$ cat src/rtl/regfile_mp.sv
// regfile_mp: 2-write / 3-read register file with optional write-to-read
// bypass, per-register busy scoreboard and a post-reset zeroing sweep.
// The data array carries no reset; the sweep clears it instead.

// Per-read-port lane: bypass select, CLEAR-state forcing, busy gating.
module regfile_mp_rd #(
  parameter int DATA_WIDTH    = 16,
  parameter int ADDRESS_WIDTH = 4,
  parameter bit BYPASS        = 1
) (
  input  logic                     run,
  input  logic [ADDRESS_WIDTH-1:0] radd,
  input  logic [DATA_WIDTH-1:0]    stored,
  input  logic                     busy_bit,
  input  logic                     we0,
  input  logic [ADDRESS_WIDTH-1:0] wadd0,
  input  logic [DATA_WIDTH-1:0]    wdata0,
  input  logic                     we1,
  input  logic [ADDRESS_WIDTH-1:0] wadd1,
  input  logic [DATA_WIDTH-1:0]    wdata1,
  output logic [DATA_WIDTH-1:0]    dt,
  output logic                     busy
);
  // Read data: stored value, overridden by the winning same-cycle write.
  always_comb begin
    dt = '0;
    if (run) begin
      dt = stored;
      if (BYPASS) begin
        if (we1 && wadd1 == radd)      dt = wdata1;
        else if (we0 && wadd0 == radd) dt = wdata0;
      end
    end
  end

  // Busy has no bypass; a same-cycle write still reports the old bit.
  assign busy = run & busy_bit;
endmodule

module regfile_mp #(
  parameter int DATA_WIDTH    = 16,
  parameter int ADDRESS_WIDTH = 4,
  parameter bit BYPASS        = 1
) (
  input  logic                     clk,
  input  logic                     rst_n,
  input  logic                     xb_rf_w_En,
  input  logic [ADDRESS_WIDTH-1:0] ps_xb_wadd,
  input  logic [DATA_WIDTH-1:0]    xb_rf_dt,
  input  logic                     ld_rf_w_En,
  input  logic [ADDRESS_WIDTH-1:0] ld_rf_wadd,
  input  logic [DATA_WIDTH-1:0]    ld_rf_dt,
  input  logic [ADDRESS_WIDTH-1:0] ps_xb_raddx,
  input  logic [ADDRESS_WIDTH-1:0] ps_xb_raddy,
  input  logic [ADDRESS_WIDTH-1:0] ps_xb_raddz,
  input  logic                     ps_rf_lock_En,
  input  logic [ADDRESS_WIDTH-1:0] ps_rf_lock_add,
  input  logic                     ps_rf_clr,
  output logic [DATA_WIDTH-1:0]    rf_xb_dtx,
  output logic [DATA_WIDTH-1:0]    rf_xb_dty,
  output logic [DATA_WIDTH-1:0]    rf_xb_dtz,
  output logic                     rf_ps_busyx,
  output logic                     rf_ps_busyy,
  output logic                     rf_ps_busyz,
  output logic                     rf_ps_rdy
);
  localparam int DEPTH  = 2**ADDRESS_WIDTH;
  localparam int NUM_RD = 3;
  localparam logic [ADDRESS_WIDTH-1:0] LAST = '1;

  typedef enum logic {CLEAR, RUN} state_t;

  state_t                   state;
  logic [ADDRESS_WIDTH-1:0] cnt;
  logic                     rdy_q;
  logic [DEPTH-1:0]         busy, busy_nxt;
  logic [DATA_WIDTH-1:0]    mem [DEPTH];
  logic                     run, we0, we1;

  logic [NUM_RD-1:0][ADDRESS_WIDTH-1:0] radd;
  logic [NUM_RD-1:0][DATA_WIDTH-1:0]    rd_dt;
  logic [NUM_RD-1:0]                    rd_busy;

  assign run = (state == RUN);
  // A clear request drops same-cycle writes; ld wins an address collision.
  assign we1 = run && !ps_rf_clr && ld_rf_w_En;
  assign we0 = run && !ps_rf_clr && xb_rf_w_En &&
               !(ld_rf_w_En && ld_rf_wadd == ps_xb_wadd);

  // Sequencer: sweep every address once, then run until a clear request.
  always_ff @(posedge clk or negedge rst_n) begin
    if (!rst_n) begin
      state <= CLEAR;
      cnt   <= '0;
      rdy_q <= 1'b0;
    end else begin
      case (state)
        CLEAR: begin
          if (cnt == LAST) begin
            state <= RUN;
            rdy_q <= 1'b1;
            cnt   <= '0;
          end else begin
            cnt <= cnt + 1'b1;
          end
        end
        RUN: begin
          if (ps_rf_clr) begin
            state <= CLEAR;
            cnt   <= '0;
            rdy_q <= 1'b0;
          end
        end
        default: begin
          state <= CLEAR;
          cnt   <= '0;
          rdy_q <= 1'b0;
        end
      endcase
    end
  end

  assign rf_ps_rdy = rdy_q;

  // Storage: sweep zeroes one entry per cycle, otherwise the two write ports.
  always_ff @(posedge clk) begin
    if (!run) begin
      mem[cnt] <= '0;
    end else begin
      if (we0) mem[ps_xb_wadd] <= xb_rf_dt;
      if (we1) mem[ld_rf_wadd] <= ld_rf_dt;
    end
  end

  // Scoreboard next state: writes retire a producer, a new lock wins over it.
  always_comb begin
    busy_nxt = busy;
    if (xb_rf_w_En)    busy_nxt[ps_xb_wadd]     = 1'b0;
    if (ld_rf_w_En)    busy_nxt[ld_rf_wadd]     = 1'b0;
    if (ps_rf_lock_En) busy_nxt[ps_rf_lock_add] = 1'b1;
  end

  // Scoreboard register: only tracks in RUN, wiped by reset and clear.
  always_ff @(posedge clk or negedge rst_n) begin
    if (!rst_n)                busy <= '0;
    else if (!run || ps_rf_clr) busy <= '0;
    else                       busy <= busy_nxt;
  end

  assign radd = {ps_xb_raddz, ps_xb_raddy, ps_xb_raddx};

  for (genvar i = 0; i < NUM_RD; i++) begin : g_rd
    regfile_mp_rd #(
      .DATA_WIDTH(DATA_WIDTH), .ADDRESS_WIDTH(ADDRESS_WIDTH), .BYPASS(BYPASS)
    ) u_rd (
      .run     (run),
      .radd    (radd[i]),
      .stored  (mem[radd[i]]),
      .busy_bit(busy[radd[i]]),
      .we0     (we0),
      .wadd0   (ps_xb_wadd),
      .wdata0  (xb_rf_dt),
      .we1     (we1),
      .wadd1   (ld_rf_wadd),
      .wdata1  (ld_rf_dt),
      .dt      (rd_dt[i]),
      .busy    (rd_busy[i])
    );
  end

  assign rf_xb_dtx   = rd_dt[0];
  assign rf_xb_dty   = rd_dt[1];
  assign rf_xb_dtz   = rd_dt[2];
  assign rf_ps_busyx = rd_busy[0];
  assign rf_ps_busyy = rd_busy[1];
  assign rf_ps_busyz = rd_busy[2];
endmodule

$ cat config.mk
export PLATFORM = sky130hd
export DESIGN_NAME = regfile_mp
export DESIGN_NICKNAME = d
export VERILOG_FILES = /design/src/rtl/regfile_mp.sv
export SDC_FILE = /design/constraint.sdc
export NUM_CORES = 1
export LEC_CHECK = 0
export CAP_MARGIN = 20
export CORE_MARGIN = 2
export CORE_UTILIZATION = 40
export CTS_BUF_LIST = sky130_fd_sc_hd__clkbuf_8
export DETAILED_ROUTE_END_ITERATION = 8
export PLACE_DENSITY = 0.67
export SLEW_MARGIN = 15
export SYNTH_ARGS = -nofsm -noshare
export SYNTH_HDL_FRONTEND = slang
export SYNTH_HIERARCHICAL = 1
export SYNTH_SLANG_ARGS = --single-unit
$ cat constraint.sdc
create_clock -name clk -period 2.8 [get_ports clk]
set_input_delay 0.56 -clock clk [delete_from_list [all_inputs] [get_ports clk]]
set_output_delay 0.56 -clock clk [all_outputs]
set_load 0.02 [all_outputs]
=== Word-level counts from Yosys, hierarchy flattened ===
Memories as Yosys holds them, arrays and structs flattened.
Cells that the tools add are included.

* Bits in registers: 22
* Memory bits (writable): 256
* Output and inout port bits: 52
* Memories: 1

* Add/subtract/negate cells: 1
* Order comparisons: 9
* Equality and inequality tests: 10
* Muxes and demuxes: 44
* Bitwise operators: 9
* Reduce and logical (&&, ||, !) cells: 20

{| class="wikitable"
|+ Memories
! name !! depth !! bits a word !! rd ports !! clocked after memory_dff !! wr ports !! RTL line !! text
|-
| mem || 16 || 16 || 3 || 0 || 2 || 77 || <nowiki>logic [DATA_WIDTH-1:0] mem [DEPTH];</nowiki>
|}

{| class="wikitable"
|+ Operators by type and width
! cell !! count
|-
| 16-bit two-way mux || 14
|-
| 16-bit AND || 2
|-
| 16-bit NOT || 2
|-
| 4-bit by 5-bit < comparator with 1-bit output (second input constant) || 6
|-
| 4-bit equality test || 7
|-
| 1-bit two-way mux || 18
|-
| 16-bit bitwise OR || 1
|-
| 16-bit OR reduction || 1
|-
| 1-bit logical AND || 14
|-
| 1-bit binary-select mux with 4-bit select || 3
|-
| 1-bit demux with 4-bit select || 3
|-
| 4-bit by 1-bit greater-or-equal comparator with 1-bit output (second input constant) || 3
|-
| 4-bit two-way mux || 3
|-
| 4-bit one-hot mux with 2 select lines || 1
|-
| 4-bit by 1-bit adder with 4-bit output (second input constant) || 1
|-
| 4-bit equality test (second input constant) || 1
|-
| 2-bit != test (second input constant) || 2
|-
| 1-bit one-hot mux with 2 select lines || 2
|-
| 1-bit AND || 3
|-
| 1-bit zero test || 3
|-
| 2-bit AND reduction || 1
|-
| 1-bit logical OR || 1
|-
| 1-bit NOT || 1
|}

=== Logic depth before layout (Yosys ltp) ===
* Word-level depth: 12
* Gate-level depth with buffers: 10
* Mapped depth without buffers: 6

=== Hierarchy ===
The synthesis kept the hierarchy.

{| class="wikitable"
|+ By module, submodules not included
! module !! instances !! cells an instance !! area an instance (µm²)
|-
| regfile_mp || 1 || 1403 || 18116.1
|-
| regfile_mp_rd || 3 || 97 || 720.7
|}

=== Worst setup path before layout ===
Ideal clock, no wire load.

* Kind: input-to-reg
* Start: input port ld_rf_wadd[3]
* End: memory mem[3][0], enable pin
* Library setup time: 415 ps
* Arrival: 2949 ps
* Required time: 2385 ps
* Slack: -564 ps
* Stages: 8
* Cell sequence: buf_2 -> xor2_1 -> nor3_2 -> a31oi_4 -> buf_6 -> buf_6 -> nand3_1 -> o31ai_1

{| class="wikitable"
|+ RTL lines
! element !! RTL line !! text
|-
| from (decl) || 51 || <nowiki>input logic [ADDRESS_WIDTH-1:0] ld_rf_wadd,</nowiki>
|-
| to (decl) || 77 ||
|}

=== Final worst setup path ===
* Start: input port ld_rf_wadd[2]
* End: output port rf_xb_dtx[8]

* Word-level cells in the longest chain between the ends: 8
* Elaborated cells between the ends (all ways): 10

{| class="wikitable"
|+ RTL lines
! element !! RTL line !! text
|-
| 4-bit equality test || 88 || <nowiki>!(ld_rf_w_En && ld_rf_wadd == ps_xb_wadd);</nowiki>
|-
| 1-bit logical AND || 88 ||
|-
| 1-bit zero test || 88 ||
|-
| 1-bit logical AND || 87 || <nowiki>assign we0 = run && !ps_rf_clr && xb_rf_w_En &&</nowiki>
|-
| 1-bit logical AND || 31 || <nowiki>else if (we0 && wadd0 == radd) dt = wdata0;</nowiki>
|-
| 16-bit two-way mux || 31 ||
|-
| 16-bit two-way mux (*) || 30 || <nowiki>if (we1 && wadd1 == radd) dt = wdata1;</nowiki>
|-
| 16-bit two-way mux (*) || 27 || <nowiki>if (run) begin</nowiki>
|-
| to (decl) || 59 || <nowiki>output logic [DATA_WIDTH-1:0] rf_xb_dtx,</nowiki>
|}

Mark *: on every way between the ends. The rest lies on a longest branch, timed or not.

==> out/results.txt <==
Outcome: finished, violations left
Failing checks: negative setup slack
Antenna-violating nets left: 0
Number of port buffers: 113
Post-Syn Nets: 1757
# clock sinks: 278
Max Root-Sink Buffers: 3
Synthesized cell area: 20300 sq um
Die Span Y: 229 um
Reg-to-reg setup timing slack: 0.58 ns
Worst vdd ir: 319 uV
Pwr Total: 14800 uW
Setup Crit Path Kind: in2out
Max Clock Skew: 0.0226 ns
Clk_lat worst skew: 0.60 ns
I/O pins: 114
Pwr per Cell Area: 550 nW/um^2
Top Usage Layer GRT: met2
Register area share after synthesis: 40.6%
Starting DRT DRC Count: 2033
Worst setup SP type: input port
Mapped Avg Cell Area: 12.0 sq um
DRC Markers: 0
#FFs+latches synth: 278
EDFF count, synth: 256
Gr usage total: 29.0%
Slew Limit Fails: 0
Maximum achievable frequency: 0.320 GHz
Area of the core: 50100 sq um
Total CTS buffers: 43
Dpl ws: -0.943 ns
Critical path cell sequence: clkdlybuf4s15_1 > xor2_1 > nor3_2 > a31oi_4 > buf_12 > o2111ai_4 > buf_12 > buf_6 > o31ai_4 > a31oi_4 > buf_6
Worst hold slack: 0.313 ns
Async S/R FF share, synth: 7.91%
Routing usage on met1: 35.0%
Die W: 229 um
Initial Utilization: 40.5%
Layout cells sized above 1: 41.2%
Routed WL: 76.6 mm
RSZ-0062 raised after global routing: true
Synth unique cells: 48
Buffers and inverters on the worst path: 5
Total gr overflow: 0
Worst rel slew slack: 49.9%
Max FO, Critical Path: 8
Initial antenna violation count: 1
CP arrival: 2.56 ns
Global-route wire length before repair: 112 mm
RePlAce Congestion: 0.922
Slack of the critical path: -0.320 ns
Die ar.: 52500 sq um
Hold Violations, Final: 0
Max_cap viols: 0
Placed insts: 2490
Final Cycle Share: 111%
Minimum period implied by the final worst setup slack: 3.12 ns
Ys flop type: edfxtp_1
Hold Crit Class: in2async
Htree depth: 2
Final net count: 1958
CTS tree: built
Required @ worst endpoint: 2.24 ns
Vias in the first global route: 17544
Synth Warn #: 6
Worst path max stage delay: 0.30 ns
Pin count of the biggest net entering global routing: 64
Gate Count Post-Synth: 1694
Routing usage on met3: 7.64%
Post-Layout Cell Count: 2602
CP max stage cell: clkdlybuf4s15_1
Root Buffer: clkbuf_8
CP top delay family: buffers and inverters
1st-pass router iterations: 6
Hold Buf Count CTS: 0
Setup violations, final: 51
Clock-pin slew on the worst setup and hold paths: 0.08 ns
Met2 GRT Util: 47.1%
P_leak: 0.00863 uW
Crit. End Element: output pin
Synthesis-to-finish area growth: 32.7%
Drt via density: 6.68
Num rows: 82
DP HPWL: 50.1 mm
Detailed-route via count: 17381
Drt wl/cell: 29.4 um
Worst Tran Pin Value: 0.751 ns
[sequential cells by signal (all words and copies together), names as in the netlist]
| register | flops |
|---|---|
| busy | 16 |
| cnt | 4 |
| mem | 256 |
| rf_ps_rdy | 1 |
| run | 1 |
[path summary, 6_finish.rpt]
check / depth (start not counted) / end / from
max in group asynchronous: 2 / busy[15] / rst_n
worst min-delay path: 2 / busy[14] / rst_n
min in group clk: 3 / rf_ps_rdy / ps_rf_clr
worst min register to register: 2 / rf_ps_rdy / rf_ps_rdy
worst max-delay path: 11 / rf_xb_dtx[8] / ld_rf_wadd[2]
worst max register to register: 8 / mem[9][4] / run
[Yosys cell counts (all sizes together), types with 5 or more instances]
library cell | number | area share, %
a31oi | 52 | 1.7
buf | 89 | 2.7
a21oi | 5 | 0.12
and3 | 7 | 0.22
dfrtp | 22 | 2.7
nand4 | 48 | 1.5
nand2b | 7 | 0.22
edfxtp | 256 | 38
nor2 | 42 | 0.80
xnor2 | 17 | 0.73
o21ai | 261 | 6.4
a32oi | 7 | 0.30
nor2b | 19 | 0.59
mux4 | 255 | 28
inv | 10 | 0.19
o31ai | 97 | 4.3
o22ai | 15 | 0.46
a22oi | 27 | 1.0
nor3 | 5 | 0.22
clkbuf | 121 | 2.3
nand2 | 287 | 5.3
nand3 | 6 | 0.22
xor2 | 6 | 0.37
and2 | 7 | 0.22
[kinds of logic (layout without fill, tap and decap cells)]
family                   after synthesis  after routing  share of synthesized area, %
buffers and inverters                220            454                          5.18
XOR/XNOR                              23             23                          1.10
AND/OR/NAND/NOR                      443            443                          9.82
multiplexers                         258            258                          28.5
adder cells (fa/ha/maj)                1              1                        0.0617
AO/OA/AOI/OAI                        471            471                          14.7
flip-flops                           278            278                          40.6
other                                  0              2                             0
[area by class of cell]
type | instances | area, sq um
Timing Repair Buffer | 366 | 4580
Fill cell | 4074 | 23200
Multi-Input combinational cell | 1196 | 12300
Sequential cell | 278 | 8240
Tap cell | 672 | 841
Antenna cell | 2 | 5.00
Clock inverter | 33 | 258
Clock buffer | 45 | 619
Inverter | 10 | 37.5
[timing repair]
action / in CTS / in global routing
endpoints found under the hold margin: 0 / 0
pin swaps: 24 / 65
setup endpoints to repair: 51 / 51
cloned: 10 / 2
setup buffers: 13 / 12
gates resized for setup: 345 / 51
[report_power, final]
group | switching [uW] | leakage [uW] | internal, uW
clock network | 1730 | 0.000480 | 1880
logic | 2900 | 0.00546 | 2520
registers | 438 | 0.00269 | 5330
total | 5070 | 0.00863 | 9740
[cells in the final DEF, fill, tap and decap left out, types with 9 or more instances in the layout]
cell and n:
a31oi_2 18, mux4_2 255, nor2b_1 19, nand4_1 48, xnor2_1 16, nor2_2 16
clkinv_1 9, clkbuf_8 45, o22ai_2 12, clkdlybuf4s50_1 41, edfxtp_1 256, o21ai_0 248
a22oi_1 27, o31ai_4 49, dfrtp_1 20, buf_6 51, inv_1 19, buf_12 97
buf_4 144, nor2_1 26, o21ai_1 10, buf_16 13, a31oi_4 31, o31ai_1 48
nand2_1 283
[stage by stage]
step	setup TNS (ns)	util (%)	area (sq um)
final	-11.49	53.7	26900
after global routing	-13.57	53.7	26900
after CTS	-13.01	53.3	26700
after detailed placement	-107.49	50.2	25100
after global placement	-114.31	50.2	25100
after floorplan	-27.40	-	21300
[layer usage]
metal	routed length, um	part of all wire [%]	vias up
met2	36500	48	1345
met3	10000	13	338
met4	4790	6.3	0
met1	25200	33	8520
li1	-	-	7178
met5	0	0	-
Power figures use the tool's default switching activity.
